**config.mk**
```make
export PLATFORM = sky130hd
export DESIGN_NAME = dvi_tmds_encoder_flat
export DESIGN_NICKNAME = d
export VERILOG_FILES = /design/src/rtl/dvi_tmds_encoder_if.sv /design/src/rtl/dvi_tmds_encoder.sv /design/src/flat_wrapper.sv
export SDC_FILE = /design/constraint.sdc
export NUM_CORES = 1
export LEC_CHECK = 0
export CAP_MARGIN = 20
export CORE_MARGIN = 2
export CORE_UTILIZATION = 43
export DETAILED_ROUTE_END_ITERATION = 10
export GPL_ROUTABILITY_DRIVEN = 0
export PLACE_DENSITY_LB_ADDON = 0.12
export SLEW_MARGIN = 20
export SYNTH_ARGS = -nofsm -noshare
export SYNTH_HDL_FRONTEND = slang
export SYNTH_SLANG_ARGS = --single-unit
export TNS_END_PERCENT = 100
```
**constraint.sdc**
```tcl
create_clock -name clk -period 4.4 [get_ports clk]
set_input_delay 1.32 -clock clk [delete_from_list [all_inputs] [get_ports clk]]
set_output_delay 1.32 -clock clk [all_outputs]
set_load 0.01 [all_outputs]
```
**src/rtl/dvi_tmds_encoder_if.sv**
```systemverilog
// Pixel-side bus of the TMDS encoder: video/control inputs and the encoded symbol.
// With TMDS_TERC4_EN defined the bus also carries the data-island controls island/terc.
interface dvi_tmds_encoder_if;
    logic              de;
    logic [7:0]        din;
    logic [1:0]        ctrl;
    logic [9:0]        dout;
    logic signed [4:0] disparity;
`ifdef TMDS_TERC4_EN
    logic              island;
    logic [3:0]        terc;

    modport master (output de, din, ctrl, island, terc, input dout, disparity);
    modport slave  (input de, din, ctrl, island, terc, output dout, disparity);
`else
    modport master (output de, din, ctrl, input dout, disparity);
    modport slave  (input de, din, ctrl, output dout, disparity);
`endif
endinterface

```
**src/rtl/dvi_tmds_encoder.sv**
```systemverilog
// Single-channel DVI TMDS 8b/10b encoder, fixed two-stage pipeline in the pixel-clock domain.
// Optional macro TMDS_TERC4_EN adds TERC4 data-island symbols with priority island > de > control.
module dvi_tmds_encoder #(
    parameter logic [9:0] CTRL_RESET = 10'h354
) (
    input  logic              clk,
    input  logic              resetn,
    dvi_tmds_encoder_if.slave bus
);

    function automatic logic [3:0] popcount8(input logic [7:0] v);
        logic [3:0] n;
        n = 4'd0;
        for (int i = 0; i < 8; i++) n = n + {3'd0, v[i]};
        return n;
    endfunction

    function automatic logic [9:0] ctrlToken(input logic [1:0] c);
        logic [9:0] t;
        case (c)
            2'b00:   t = 10'b1101010100;
            2'b01:   t = 10'b0010101011;
            2'b10:   t = 10'b0101010100;
            default: t = 10'b1010101011;
        endcase
        return t;
    endfunction

`ifdef TMDS_TERC4_EN
    function automatic logic [9:0] terc4Token(input logic [3:0] t);
        logic [9:0] s;
        case (t)
            4'd0:    s = 10'b1010011100;
            4'd1:    s = 10'b1001100011;
            4'd2:    s = 10'b1011100100;
            4'd3:    s = 10'b1011100010;
            4'd4:    s = 10'b0101110001;
            4'd5:    s = 10'b0100011110;
            4'd6:    s = 10'b0110001110;
            4'd7:    s = 10'b0100111100;
            4'd8:    s = 10'b1011001100;
            4'd9:    s = 10'b0100111001;
            4'd10:   s = 10'b0110011100;
            4'd11:   s = 10'b1011000110;
            4'd12:   s = 10'b1010001110;
            4'd13:   s = 10'b1001110001;
            4'd14:   s = 10'b0101100011;
            default: s = 10'b1011000011;
        endcase
        return s;
    endfunction
`endif

    // Stage 1: transition-minimised word q_m; XNOR chain chosen when din is ones-heavy
    logic [3:0] n1d;
    logic       useXnor;
    logic [8:0] qm_d;

    always_comb begin
        n1d     = popcount8(bus.din);
        useXnor = (n1d > 4'd4) || ((n1d == 4'd4) && !bus.din[0]);
        qm_d    = '0;
        qm_d[0] = bus.din[0];
        for (int i = 1; i < 8; i++)
            qm_d[i] = useXnor ? ~(qm_d[i-1] ^ bus.din[i]) : (qm_d[i-1] ^ bus.din[i]);
        qm_d[8] = ~useXnor;
    end

    logic       de_q;
    logic [1:0] ctrl_q;
    logic [8:0] qm_q;
`ifdef TMDS_TERC4_EN
    logic       island_q;
    logic [3:0] terc_q;
`endif

    always_ff @(posedge clk or negedge resetn) begin
        if (!resetn) begin
            de_q     <= 1'b0;
            ctrl_q   <= 2'b00;
            qm_q     <= '0;
`ifdef TMDS_TERC4_EN
            island_q <= 1'b0;
            terc_q   <= 4'd0;
`endif
        end else begin
            de_q     <= bus.de;
            ctrl_q   <= bus.ctrl;
            qm_q     <= qm_d;
`ifdef TMDS_TERC4_EN
            island_q <= bus.island;
            terc_q   <= bus.terc;
`endif
        end
    end

    // Stage 2: pick polarity of q_m against the running disparity; diff = n1q - n0q
    logic [3:0]        n1q;
    logic signed [4:0] diff;
    logic signed [4:0] cnt_d;
    logic signed [4:0] cnt_q;
    logic [9:0]        dout_d;
    logic [9:0]        dout_q;
    logic              forceCtrl;

    always_comb begin
        n1q    = popcount8(qm_q[7:0]);
        diff   = $signed({n1q, 1'b0} - 5'd8);
        dout_d = ctrlToken(ctrl_q);
        cnt_d  = 5'sd0;
        forceCtrl = !de_q;
`ifdef TMDS_TERC4_EN
        if (island_q) begin
            dout_d    = terc4Token(terc_q);
            forceCtrl = 1'b0;
        end else
`endif
        if (forceCtrl) begin
            dout_d = ctrlToken(ctrl_q);
        end else if ((cnt_q == 5'sd0) || (n1q == 4'd4)) begin
            dout_d = {~qm_q[8], qm_q[8], qm_q[8] ? qm_q[7:0] : ~qm_q[7:0]};
            cnt_d  = qm_q[8] ? (cnt_q + diff) : (cnt_q - diff);
        end else if (((cnt_q > 5'sd0) && (n1q > 4'd4)) || ((cnt_q < 5'sd0) && (n1q < 4'd4))) begin
            dout_d = {1'b1, qm_q[8], ~qm_q[7:0]};
            cnt_d  = cnt_q + (qm_q[8] ? 5'sd2 : 5'sd0) - diff;
        end else begin
            dout_d = {1'b0, qm_q[8], qm_q[7:0]};
            cnt_d  = cnt_q + diff - (qm_q[8] ? 5'sd0 : 5'sd2);
        end
    end

    always_ff @(posedge clk or negedge resetn) begin
        if (!resetn) begin
            dout_q <= CTRL_RESET;
            cnt_q  <= 5'sd0;
        end else begin
            dout_q <= dout_d;
            cnt_q  <= cnt_d;
        end
    end

    assign bus.dout      = dout_q;
    assign bus.disparity = cnt_q;

endmodule

```
**src/flat_wrapper.sv**
```systemverilog
// flat-port wrapper written by rule: the top's interface ports become plain ports
module dvi_tmds_encoder_flat 
#(
    parameter logic [9:0] CTRL_RESET = 10'h354
)
  (clk, resetn, bus_de, bus_din, bus_ctrl, bus_dout, bus_disparity);
  dvi_tmds_encoder_if bus_i ();
  input  logic clk;
  input  logic resetn;
  input wire logic [$bits(bus_i.de)-1:0] bus_de;
  input wire logic [$bits(bus_i.din)-1:0] bus_din;
  input wire logic [$bits(bus_i.ctrl)-1:0] bus_ctrl;
  output wire logic [$bits(bus_i.dout)-1:0] bus_dout;
  output wire logic [$bits(bus_i.disparity)-1:0] bus_disparity;
  assign bus_i.de = bus_de;
  assign bus_i.din = bus_din;
  assign bus_i.ctrl = bus_ctrl;
  assign bus_dout = bus_i.dout;
  assign bus_disparity = bus_i.disparity;
  dvi_tmds_encoder #(.CTRL_RESET(CTRL_RESET)) u_core (.clk(clk), .resetn(resetn), .bus(bus_i));
endmodule
```
# Word level (Yosys, flattened, before mapping)
# Index checks and enable logic that the tools add are counted.
[classes]
n_reduce_logical = 9
addsub = 20
n_lt_le_gt_ge = 5
bitwise = 17
eq_ne = 4
n_mux = 18
[ops]
columns = ["op", "count"]
rows = [
  ["$add 4x1->4", 12],
  ["$mux 10", 3],
  ["$pmux 10 s3", 1],
  ["$mux 5", 4],
  ["$sub 5x5->5", 3],
  ["$add 5x5->5", 2],
  ["$not 1->1", 9],
  ["$eq 4x3->1 const B", 2],
  ["$gt 4x3->1 const B", 2],
  ["$mux 8", 1],
  ["$not 8->8", 1],
  ["$mux 1", 7],
  ["$xor 1x1->1", 7],
  ["$gt 5x1->1 const B", 1],
  ["$logic_not 5->1", 1],
  ["$lt 5x1->1 const B", 1],
  ["$sub 5x4->5 const B", 1],
  ["$add 1x1->2", 2],
  ["$lt 4x3->1 const B", 1],
  ["$mux 2", 2],
  ["$logic_and 1x1->1", 3],
  ["$logic_or 1x1->1", 3],
  ["$eq 2x1->1 const B", 1],
  ["$eq 2x2->1 const B", 1],
  ["2 further kinds", 2],
]
[totals]
register_bits = 27
elab_cells = 78
out_inout_bits = 15

# Logic depth before layout (Yosys ltp)
# Gate-level depths: netlist of run 1.
[logic_depth]
word_depth = 29
depth_mapped = 16

# Least setup slack after synthesis of run 1
# Ideal clock, no wire load.
[synth_timing]
path_type = "in2reg"
start = "input port bus_din[0]"
end = "register u_core.qm_q[7]"
t_arrival_ns = 4.348
setup_slack_ns = -0.072
stages = 12
setup_ns = 0.124
path_buffers = 0
cell_sequence = "ha_1 -> inv_1 -> fa_1 -> fa_1 -> inv_1 -> fa_1 -> fa_1 -> nor3b_1 -> o21ai_0 -> a21oi_2 -> xor2_2 -> xnor2_1"
[synth_between]
elab_chain_cells = 29
[synth_rtl]
columns = ["element", "line_no", "source"]
rows = [
  ["start, declared", "flat_wrapper.sv:11", "input wire logic [$bits(bus_i.din)-1:0] bus_din;"],
  ["branches (longest 22 deep; another with $add 4x1->4)", "-", ""],
  ["$mux 1 *", "dvi_tmds_encoder.sv:65", "qm_d[i] = useXnor ? ~(qm_d[i-1] ^ bus.din[i]) : (qm_d[i-1] ^ bus.din[i]);"],
  ["named net u_core.qm_d[5]", "dvi_tmds_encoder.sv:57", "logic [8:0] qm_d;"],
  ["$xor 1x1->1 *", "dvi_tmds_encoder.sv:65", ""],
  ["$not 1->1", "dvi_tmds_encoder.sv:65", ""],
  ["$mux 1 *", "dvi_tmds_encoder.sv:65", ""],
  ["$xor 1x1->1 *", "dvi_tmds_encoder.sv:65", ""],
  ["$not 1->1", "dvi_tmds_encoder.sv:65", ""],
  ["$mux 1 *", "dvi_tmds_encoder.sv:65", ""],
  ["named net u_core.qm_d[7]", "dvi_tmds_encoder.sv:57", ""],
  ["end signal, assigned", "dvi_tmds_encoder.sv:89", "qm_q <= qm_d;"],
  ["end, declared", "dvi_tmds_encoder.sv:71", "logic [8:0] qm_q;"],
]
# Mark *: on every way through the listed nets, which the timed path passes.

# Worst setup path in the final report of run 1
[layout_timing]
start = "input port bus_din[4]"
end = "register u_core.qm_q[7]"
[layout_between]
elab_chain_cells = 26
[layout_rtl]
columns = ["element", "line_no"]
rows = [
  ["branches (longest 19 deep; another with $add 4x1->4)", "-"],
  ["$mux 1 *", "dvi_tmds_encoder.sv:65"],
  ["named net u_core.qm_d[5]", "dvi_tmds_encoder.sv:57"],
  ["$xor 1x1->1 *", "dvi_tmds_encoder.sv:65"],
  ["$not 1->1", "dvi_tmds_encoder.sv:65"],
  ["$mux 1 *", "dvi_tmds_encoder.sv:65"],
  ["$xor 1x1->1 *", "dvi_tmds_encoder.sv:65"],
  ["$not 1->1", "dvi_tmds_encoder.sv:65"],
  ["$mux 1 *", "dvi_tmds_encoder.sv:65"],
  ["named net u_core.qm_d[7]", "dvi_tmds_encoder.sv:57"],
]
# Marks and branches as above.

==> flow_metrics.tcl, run 1 <==
set metrics [dict create \
    status "complete, no violations" \
    fin_cells 288 \
    crit_fanout 2 \
    max_freq_ghz 0.233 \
    first_pass_iters 4 \
    cp_slowest_stage_delay_ns 0.51 \
    cp.required_ns 4.59 \
    syn_avg_cell_area_um2 11.0 \
    cts_made_buffers 3 \
    seq_area_frac_synth 0.323 \
    antenna_left 0 \
    core-area_um2 4630 \
    initial_core_util 0.439 \
    die_h_um 72.7 \
    cts_buffer_depth 2 \
    synth-main-ff-cell "dfrtp_1" \
    cts.hold.buffers_added 0 \
    cap_viol_max_count 0 \
    min_period_ns 4.29 \
    grt_max_degree 25 \
    hp-class "flip-flop to flip-flop" \
    vias_per_cell 4.86 \
    clk_latency_ns 0.27 \
    cp_slowest_cell "fa_1" \
    clockRootBuffer "clkbuf_8" \
    slew_headroom 0.617 \
    gr-total-overflow 0 \
    synthMuxAreaShare 0.0197 \
    dp_hpwl_um 3180 \
    insertedDiodeCount 0 \
    wl_per_cell_um 13.6 \
    synth-seq-cells 26 \
    cts_tree "yes" \
    clkSinkCount 26 \
    finalCritPeriodShare 0.976 \
    wirelength_um 3930 \
    synth_edf_count 0 \
    via_count 1399 \
    critPathBufInv 3 \
    critPathArrivalTime_ns 4.49 \
    grt_pass1_vias 1524 \
    port_buffers 26 \
    synth_top_family_by_area "adder cells" \
    cts.htree.levels 1 \
    synth_compound_area_frac 0.106 \
    crit_family "adder cells" \
    pin_count 28 \
    endpoint_kind "flip-flop" \
    chipWidth_um 72.7 \
    netlist_area_um2 2030 \
    yosys.cell_types.count 38 \
    dieArea_um2 5290 \
    whs_ns 0.606 \
    path_clk_slew_ns 0.09 \
    drtIter0Drc 35 \
    fillers 404 \
    ys_async_sr_fraction 1.00 \
    finalClockSkew_ns 0.00245 \
    grt_use_total 0.165 \
    finalSetupViolCount 0 \
    synth_adder_area_share 0.270 \
    synthCells 185 \
    final_nets 284 \
    path_cells "clkdlybuf4s50_1 > inv_1 > fa_1 > fa_1 > inv_1 > fa_2 > fa_1 > nor3b_2 > o21ai_1 > a21oi_2 > xor2_2 > xnor2_1" \
    syn_to_final_growth_pct 29.0 \
    tightestPinTransition_ns 0.575 \
    drive_gt1_frac 0.256 \
    finalHoldViolCount 0 \
    grt_pass1_wl_um 6870 \
    synth_xor_area_frac 0.142 \
    yosys.area_share.simple 0.0634 \
    cpMostUsedCell "fa_1" \
    synth_nets 234 \
    ys_warn_count 0 \
    drc 0 \
    dp_cells 280 \
    antenna_found_initial 0 \
    path_class "input port to flip-flop" \
    crit_path_start_kind "input port" \
    rows 25 \
    slew_viol_final 0 \
]
==> synthesized netlist by cell type, drive strengths merged (3+ instances only) <==
| cell type | number | area [um2] |
|---|---|---|
| nor2 | 5 | 21.3 |
| xnor2 | 23 | 224 |
| nand2 | 3 | 13.8 |
| nor3b | 3 | 22.5 |
| xor2 | 3 | 41.3 |
| dfstp | 5 | 131 |
| fa | 13 | 260 |
| ha | 23 | 288 |
| nor3 | 3 | 15.0 |
| o21ai | 4 | 20.0 |
| dfrtp | 21 | 526 |
| inv | 33 | 124 |
| a21o | 7 | 52.6 |
| a21oi | 12 | 63.8 |
| mux2i | 4 | 40.0 |
==> metal layers <==
metal,wire (um),share of wire,GRT usage,vias to the layer above
met5,0,0,0,-
met4,14,0.0036,0.0576,0
met3,89,0.023,0.0166,2
met2,2040,0.52,0.288,23
met1,1780,0.45,0.213,685
li1,-,-,-,689
==> layout make-up <==
| type | instances | area (um2) | area share |
|---|---|---|---|
| Timing Repair Buffer | 49 | 417 | 0.159 |
| Clock inverter | 1 | 30.0 | 0.0115 |
| Sequential cell | 26 | 657 | 0.251 |
| Clock buffer | 3 | 41.3 | 0.0158 |
| Inverter | 33 | 124 | 0.0473 |
| Tap cell | 54 | 67.6 | 0.0258 |
| Multi-Input combinational cell | 122 | 1280 | 0.490 |
==> registers in the layout, indices dropped and copies added, names as in the netlist <==
signal / cells
u_core.bus.disparity: 4
u_core.bus.dout: 10
u_core.ctrl_q: 2
u_core.de_q: 1
u_core.qm_q: 9
==> final timing paths <==
path                            depth (start not counted)  slack, ns                           endpoint                startpoint
worst min register to register                          2       0.61       u_core.bus.dout[4]$_DFF_PN1_  u_core.qm_q[4]$_DFF_PN0_
max in group asynchronous                               2       2.84       u_core.bus.dout[2]$_DFF_PN1_                    resetn
min in group asynchronous                               1       1.02       u_core.bus.dout[7]$_DFF_PN0_                    resetn
worst max register to register                         15       0.14  u_core.bus.disparity[4]$_DFF_PN0_  u_core.qm_q[0]$_DFF_PN0_
worst min-delay path                                    2       0.61       u_core.bus.dout[4]$_DFF_PN1_  u_core.qm_q[4]$_DFF_PN0_
worst max-delay path                                   12       0.11           u_core.qm_q[7]$_DFF_PN0_                bus_din[4]
==> layout by cell type (no fill, tap or decap), types with 2 or more instances in the layout <==
cell type / instances
inv_1: 29
buf_4: 23
clkdlybuf4s50_1: 22
ha_1: 21
dfrtp_1: 21
xnor2_1: 19
a21oi_1: 10
fa_1: 10
a21o_1: 7
dfstp_2: 5
xnor2_2: 4
inv_2: 4
mux2i_1: 4
nor2_1: 4
o21ai_0: 3
nor3_1: 3
fa_2: 3
clkbuf_8: 3
nor2b_1: 2
nand3_1: 2
a211oi_1: 2
nand2_1: 2
nor3b_1: 2
a21oi_2: 2
xor2_2: 2
o21bai_1: 2
ha_4: 2
clkbuf_2: 2
==> stage by stage <==
step           area (um2)  TNS [ns]  setup slack [ns]  utilization
6_report             2620         0             0.106        0.566
5_1_grt              2620   -0.0193           -0.0193        0.566
4_1_cts              2580         0          0.000561        0.557
3_5_place_dp         2480     -1.93            -0.442        0.536
3_3_place_gp         2480     -1.42            -0.350        0.536
2_1_floorplan        2040         0            0.0171            -
==> logic make-up (layout without fill, tap and decap cells) <==
kind of cell | after synthesis | count (layout)
other cells | 1 | 1
flops | 26 | 26
xor+xnor | 27 | 27
mux | 4 | 4
fa+ha+maj | 36 | 36
compound gates | 32 | 32
buf+inv | 37 | 86
simple gates | 22 | 22
==> worst reg2reg max path, stage by stage (launching register included) <==
cell      delay, ns
dfrtp_1        0.39
ha_1           0.29
inv_2          0.04
fa_1           0.46
fa_1           0.53
fa_2           0.39
fa_2           0.60
inv_2          0.07
ha_4           0.26
inv_1          0.04
ha_1           0.30
a21oi_2        0.12
o21bai_1       0.11
xnor2_1        0.14
o21a_1         0.18
a221oi_2       0.24
==> timing repair <==
action | CTS | global route
endpoints found under the setup margin | 7 | 12
buffers inserted | 0 | 4
resized for setup | 12 | 8
pin swaps | 12 | 14
Power of run 1 is left out: the tool's default activity adds up to more than one toggle a clock period on the data nets, which glitch-free logic cannot reach.
==> run 2: changes to the inputs <==
--- a/config.mk
+++ b/config.mk
@@ -7,7 +7,7 @@
 export LEC_CHECK = 0
 export CAP_MARGIN = 20
 export CORE_MARGIN = 2
-export CORE_UTILIZATION = 43
+export CORE_UTILIZATION = 30
 export DETAILED_ROUTE_END_ITERATION = 10
 export GPL_ROUTABILITY_DRIVEN = 0
 export PLACE_DENSITY_LB_ADDON = 0.12
==> run 2 against run 1 <==
Critical endpoint unchanged; sequential share of layout area fell by 0.82 points; routed wire length up 1.9%; utilization shrank 15 points; clock skew about the same; clock-buffer cell count grew 1; global-route usage fell by 4.7 points; worst setup slack improved by 0.058 ns; die area up 41%; non-clock buffer count grew 5; maximum frequency rose by 1.4%; critical path depth unchanged.
==> flow_metrics.tcl, run 2 (synthesized netlist as in run 1, its figures left out) <==
set metrics [dict create \
    max_freq_ghz 0.236 \
    setup_slack_ns 0.164 \
    cts_tree "yes" \
    largest_register_ffs 10 \
    finalHoldViolCount 0 \
    antenna_found_initial 0 \
    vias_per_cell 4.39 \
    rows 29 \
    cp_slowest_cell "fa_1" \
    crit_fanout 2 \
    crit_path_start_kind "input port" \
    crit_start "bus_din[2]" \
    critPathBufInv 3 \
    cts.htree.levels 1 \
    finalCritPeriodShare 0.963 \
    min_period_ns 4.24 \
    rsz0062_at_grt "true" \
    insertedDiodeCount 0 \
    whs_ns 0.616 \
    slew_headroom 0.614 \
    cts.hold.buffers_added 0 \
    pre_cts_slack_ns -0.464 \
    path_cells "clkdlybuf4s50_1 > inv_1 > fa_1 > fa_1 > inv_2 > fa_2 > fa_1 > nor3b_2 > o21ai_1 > a21oi_2 > xor2_2 > xnor2_1" \
    cp_slowest_stage_delay_ns 0.50 \
    min_from "u_core.qm_q[4]$_DFF_PN0_" \
    port_buffers 26 \
    finalSetupViolCount 0 \
    fillers 630 \
    grt_pass1_wl_um 6960 \
    status "complete, no violations" \
    layout_common_cells "inv_1 (29), buf_4 (27), clkdlybuf4s50_1 (23)" \
    final_nets 289 \
    first_pass_iters 4 \
    dieArea_um2 7450 \
    drive_gt1_frac 0.293 \
    critPathArrivalTime_ns 4.43 \
    via_count 1387 \
    cts_made_buffers 3 \
    clk_latency_ns 0.26 \
    syn_to_final_growth_pct 33.4 \
    crit_family "adder cells" \
    clockRootBuffer "clkbuf_8" \
    endpoint_kind "flip-flop" \
    cap_viol_max_count 0 \
    grt_pass1_vias 1463 \
    gr-total-overflow 0 \
    initial_core_util 0.315 \
    grt_max_degree 24 \
    grt_use_total 0.118 \
    drtIter0Drc 29 \
    wl_per_cell_um 12.7 \
    wirelength_um 4000 \
    path_class "input port to flip-flop" \
    chipWidth_um 86.3 \
    path_clk_slew_ns 0.08 \
    drc 0 \
    hp-class "flip-flop to flip-flop" \
    cp.required_ns 4.60 \
    dp_hpwl_um 3230 \
    slew_viol_final 0 \
    pin_count 28 \
    r2r_setup_slack_ns 0.19 \
    clkSinkCount 26 \
    tightestPinTransition_ns 0.578 \
    cts_buffer_depth 2 \
    cpMostUsedCell "fa_1" \
    finalClockSkew_ns 0.00200 \
    core-area_um2 6460 \
    final_common_cell "inv_1" \
    r2r_start "u_core.qm_q[1]$_DFF_PN0_" \
    antenna_left 0 \
    die_h_um 86.3 \
]
[run 2: changes by cell type in the layout (fill, tap and decap cells not counted), moves of 2 or more]
cell,previous run,this run
a211oi_2,0,2
clkbuf_2,2,0
buf_4,23,27
a211oi_1,2,0
buf_2,1,3
[run 2: worst min-delay path: stages (launching register included)]
cell     delay, ns
dfrtp_1       0.37
xnor2_1       0.08
a21o_1        0.17
[run 2: final cells by class]
type / count / area, um2 / area share
Timing Repair Buffer: 54 / 459 / 0.169
Clock buffer: 4 / 55.1 / 0.0203
Multi-Input combinational cell: 122 / 1320 / 0.487
Inverter: 33 / 124 / 0.0457
Sequential cell: 26 / 657 / 0.242
Tap cell: 77 / 96.3 / 0.0355
[run 2: path summary, 6_finish.rpt]
| path | end | cells past startpoint |
|---|---|---|
| max reg2reg | u_core.bus.disparity[4]$_DFF_PN0_ | 13 |
| max | u_core.qm_q[7]$_DFF_PN0_ | 12 |
| min reg2reg | u_core.bus.dout[4]$_DFF_PN1_ | 2 |
| min | u_core.bus.dout[4]$_DFF_PN1_ | 2 |
| min in group asynchronous | u_core.de_q$_DFF_PN0_ | 1 |
| max in group asynchronous | u_core.bus.dout[6]$_DFF_PN1_ | 2 |
[run 2: through the flow]
stage | TNS (ns) | instances | util | cell area (um2)
CTS | 0 | 311 | 0.404 | 2610
global route | -0.0156 | 316 | 0.420 | 2710
finish | 0 | 316 | 0.420 | 2710
global placement | -1.70 | 306 | 0.392 | 2530
floorplan | 0 | 185 | - | 2040
detailed placement | -2.29 | 306 | 0.392 | 2530
[run 2: metal layers]
layer	routed length [um]	part of all wire	track usage	up-vias
li1	-	-	-	697
met4	21	0.0053	0.0170	0
met1	1990	0.50	0.165	661
met3	117	0.029	0.0219	2
met5	0	0	0	-
met2	1870	0.47	0.195	27
[run 2: timing repair]
action | in CTS | in global routing
buffers inserted | 1 | 4
hold endpoints to repair | 0 | 0
cloned | 0 | 1
pin swaps | 12 | 16
gates resized for setup | 15 | 11
setup endpoints to repair | 12 | 16
Power of run 2 is left out for the same reason.
